[src/rtl/reg_file.sv]
// rtl/reg_file.sv - 2**W x B register file, one sync write port, two async read ports (optional REG_FILE_BYPASS_EN forwarding)
module reg_file #(
  parameter int W = 5,
  parameter int B = 8
) (
  input  logic         clk,
  input  logic         n_reset,
  input  logic         wr_en,
  input  logic [W-1:0] w_addr,
  input  logic [B-1:0] w_data,
  input  logic [W-1:0] r_addr_A,
  input  logic [W-1:0] r_addr_B,
  output logic [B-1:0] r_data_A,
  output logic [B-1:0] r_data_B
);

  localparam int DEPTH = 2 ** W;

  logic [B-1:0] mem [DEPTH];

  // Reset clears the whole array asynchronously and overrides any write in flight.
  always_ff @(posedge clk or negedge n_reset) begin
    if (!n_reset) begin
      for (int i = 0; i < DEPTH; i++) begin
        mem[i] <= '0;
      end
    end else if (wr_en) begin
      mem[w_addr] <= w_data;
    end
  end

`ifdef REG_FILE_BYPASS_EN
  logic fwd_A;
  logic fwd_B;

  // Forwarding is gated by n_reset so the outputs stay 0 while reset is held.
  assign fwd_A = n_reset && wr_en && (r_addr_A == w_addr);
  assign fwd_B = n_reset && wr_en && (r_addr_B == w_addr);

  always_comb begin
    r_data_A = fwd_A ? w_data : mem[r_addr_A];
    r_data_B = fwd_B ? w_data : mem[r_addr_B];
  end
`else
  always_comb begin
    r_data_A = mem[r_addr_A];
    r_data_B = mem[r_addr_B];
  end
`endif

endmodule

[config.mk]
export PLATFORM = sky130hd
export DESIGN_NAME = reg_file
export DESIGN_NICKNAME = d
export VERILOG_FILES = /design/src/rtl/reg_file.sv
export SDC_FILE = /design/constraint.sdc
export NUM_CORES = 1
export LEC_CHECK = 0
export BUFFER_PORTS_ARGS = -buffer_cell sky130_fd_sc_hd__buf_2
export CAP_MARGIN = 20
export CELL_PAD_IN_SITES_DETAIL_PLACEMENT = 0
export CELL_PAD_IN_SITES_GLOBAL_PLACEMENT = 1
export CORE_ASPECT_RATIO = 1.75
export CORE_MARGIN = 2
export CORE_UTILIZATION = 40
export DETAILED_ROUTE_END_ITERATION = 16
export GPL_TIMING_DRIVEN = 0
export HOLD_SLACK_MARGIN = 0.08
export PLACE_DENSITY_LB_ADDON = 0.1
export SKIP_CTS_REPAIR_TIMING = 1
export SYNTH_ARGS = -nofsm -noshare
export SYNTH_HDL_FRONTEND = slang
export SYNTH_SLANG_ARGS = --single-unit
[constraint.sdc]
create_clock -name clk -period 4 [get_ports clk]
set_clock_uncertainty 0.15 [all_clocks]
set_input_delay 0 -clock clk [delete_from_list [all_inputs] [get_ports clk]]
set_output_delay 0 -clock clk [all_outputs]
set_load 0.01 [all_outputs]
== Word level (Yosys, flattened, before mapping) ==
Cells that the tools add are included.

* Register bits after elaboration: 256
* Input bits: 26
* Logic and storage cells: 49

* Magnitude comparators: 4
* Multiplexer cells: 9
* Bitwise operators: 3
* Reductions and logical operators: 1

{| class="wikitable"
|+ Operator list
! kind !! count
|-
| bitwise mux 256 bit || 1
|-
| binary-select mux 8 bit (select 5 bit) || 2
|-
| demux 8 bit (select 5 bit) || 1
|-
| two-way mux 8 bit || 5
|-
| greater-or-equal comparator 6 bit (second input constant) || 3
|-
| NOT 5 -> 6 bit || 3
|-
| < comparator 6 x 1 -> 1 bit (second input constant) || 1
|-
| logical AND 1 bit || 1
|}

== Logic depth before layout (Yosys ltp) ==
* Word-level depth: 6
* Gate-level depth with buffers: 5

== Worst setup path after synthesis ==
OpenSTA, ideal clock, no wires.

* Path kind: input-to-output
* Start point: input port r_addr_A[2]
* End point: output port r_data_A[0]
* Arrival time: 1722 ps
* Required time: 3850 ps
* Setup slack: 2128 ps
* Stages: 5
* Path buffers: 2
* Path through: clkbuf_1 buf_1 mux4_2 mux4_2 mux2_2

* Word-level cells in the longest chain between the ends: 4

{| class="wikitable"
|+ RTL lines
! what !! RTL line !! source
|-
| start: declaration || 11 || <nowiki>input logic [W-1:0] r_addr_A,</nowiki>
|-
| NOT 5 -> 6 bit (not written as such) || 46 || <nowiki>r_data_A = mem[r_addr_A];</nowiki>
|-
| binary-select mux 8 bit (select 5 bit) || 46 ||
|-
| two-way mux 8 bit (not written as such) (2 in a row) || 46 ||
|-
| end: declaration || 13 || <nowiki>output logic [B-1:0] r_data_A,</nowiki>
|}

Every way passes these cells. The select of a mux whose other input is x is not followed.

== Final worst setup path ==
* Start point: input port r_addr_B[2]
* End point: output port r_data_B[2]

* Word-level cells in the longest chain between the ends: 4

{| class="wikitable"
|+ RTL lines
! what !! RTL line !! source
|-
| start: declaration || 12 || <nowiki>input logic [W-1:0] r_addr_B,</nowiki>
|-
| NOT 5 -> 6 bit (not written as such) || 47 || <nowiki>r_data_B = mem[r_addr_B];</nowiki>
|-
| binary-select mux 8 bit (select 5 bit) || 47 ||
|-
| two-way mux 8 bit (not written as such) (2 in a row) || 47 ||
|-
| end: declaration || 14 || <nowiki>output logic [B-1:0] r_data_B</nowiki>
|}

Every way passes these cells. The select of a mux whose other input is x is not followed.

==> metrics.yaml <==
die_h_microns: 248
top_regs: "mem x256"
synth_area_leader_cell: "dfrtp_1"
required_ns: 3.85
ys.flop_type: "dfrtp_1"
synth.most_common_cell: "mux2_2"
synth_top_area_frac: 0.470
synth_edf_count: 0
clockRootBuffer: "clkbuf_16"
syn_to_final_growth_pct: 12.1
clk_pin_slew_ns: 0.06
ys_ff_latch: 256
yosys_warnings: 0
final_nets: 897
crit_arrival_ns: 3.08
num_antenna_cells: 0
synth_area_leaders: "dfrtp_1, mux4_2, mux2_2, clkbuf_1, buf_4"
crit_type: "primary input to primary output"
slew_headroom: 0.214
dieArea_sq_mm: 0.0357
grt_pass1_vias: 9112
largest_reg_flops: 256
pin_count: 42
drt_iter0_drc: 565
place.gp.congestion: 0.901
outcome: "finished, final reports clean"
fin_cells: 1345
hpwl_microns: 32100
drive_gt1_frac: 0.581
cts-buffers-inserted: 26
power_density_mw_per_mm2: 504
clock_sinks: 256
placed_cells: 1289
finalCriticalPeriod_ns: 3.23
setup_viol_count_final: 0
antenna_found_initial: 0
irDropWorstVdd_mv: 0.321
vias_per_cell: 6.08
clkLatencyLatePin_ns: 0.54
synth_fa_ha_area_frac: 0
p_leak_uw: 0.00640
fill_cells: 3032
min_period_over_period: 0.807
rsz0062_at_grt: "no"
holdCritPathClass: "primary input to async pin"
syn_inst: 806
yosysSeqAreaShare: 0.470
avgSynthCellArea_sq_um: 16.9
wl_per_cell_microns: 31.9
h-tree-depth: 1
endpoint_kind: "primary output"
critPathMaxFanout: 10
ys_top_cells_by_count: "mux2_2, dfrtp_1, mux4_2"
drt_first_pass_iters: 4
cts_tree: "done"
grt_max_degree: 130
synth_top_family_by_area: "multiplexers"
synth_xor_area_frac: 0
initial_core_util: 0.406
grt_use_total: 0.251
start_kind: "primary input"
synth.mux.area_fraction: 0.489
synth_compound_area_frac: 0
setup_tns_ns: 0
gr-total-overflow: 0
port_buffers: 27
wl_microns: 42900
yosys.area_share.simple: 0.0180
synth_nets: 832
core_area_sq_mm: 0.0336
netlist_area_sq_mm: 0.0136
drc_errors: 0
final_util: 0.455
final_hold_viol_count: 0
cts_buffer_depth: 3
tightest_slew_ns: 1.18
vias: 8180
cap_viol_max_count: 0
synthArstFlopShare: 1.00
fp.dieW_microns: 144
std_cell_rows: 89
slew_violations: 0
whs_ns: 0.00264
synth_cell_types: 18
fmax_ghz: 0.310
largest_register: "mem"
grt_first_pass_wirelength_microns: 62900
antenna_left: 0
critical path, stage by stage:
cell and delay, ns:
clkbuf_1 0.57, buf_1 0.94, mux4_2 0.47, mux4_2 0.61
mux2_2 0.33, buf_2 0.15
metal layers:
metal / global-route usage / vias up / wire length (microns)
met5: 0 / - / 0
met4: 0.161 / 0 / 3310
met3: 0.0306 / 84 / 1920
met2: 0.420 / 272 / 21600
met1: 0.306 / 4516 / 16100
li1: - / 3308 / -
worst paths after layout:
path                       cells after the start  slack, ns         from          end
setup / recovery                               6       0.77  r_addr_B[2]  r_data_B[2]
hold / removal                                 2      0.003      n_reset     mem[240]
setup reg to reg                               1       3.05     mem[205]     mem[205]
hold reg to reg                                1       0.37      mem[99]      mem[99]
max in group asynchronous                      3       2.50      n_reset      mem[41]
min in group clk                               4       0.15    w_addr[0]      mem[65]
report_power, final:
group          total (uW)  leakage, uW  internal, uW  switching [uW]
clock network        2390     0.000404          1370            1030
registers            3480      0.00327          3100             379
logic                1840      0.00272          1060             774
per-stage QoR:
stage | setup WS (ns) | total power, uW | area (sq um)
floorplan | 2.13 | 4640 | 13600
global placement | -1.46 | 5170 | 14300
detailed placement | 0.856 | 5330 | 14400
CTS | 0.860 | 7740 | 15200
global route | 0.845 | 8000 | 15300
finish | 0.773 | 7710 | 15300
cells in the final DEF, fill, tap and decap left out, drive strengths merged:
cell type and count:
mux2 272, dfrtp 256, mux4 160, clkbuf 84, buf 59, nand2 16
nor2 16, dlygate4sd3 9, nand3b 5, nor3b 4, and3b 2, nand3 2
clkinv 2, nor3 1, and3 1, or3b 1
cell type report:
| type | instances | area, sq um | area share |
|---|---|---|---|
| multi-input cells | 480 | 6910 | 0.452 |
| clock buffers | 45 | 813 | 0.0532 |
| well taps | 455 | 569 | 0.0372 |
| repair buffers | 37 | 263 | 0.0172 |
| clock inverters | 2 | 10.0 | 0.000654 |
| flip-flops and latches | 256 | 6410 | 0.419 |
| plain buffers | 70 | 325 | 0.0213 |
cell families (layout without fill, tap and decap cells):
logic type / count (synthesis) / after routing
buffers and inverters: 70 / 154
AND/OR/NAND/NOR: 48 / 48
flip-flops: 256 / 256
multiplexers: 432 / 432
(Power assumes the default switching activity.)
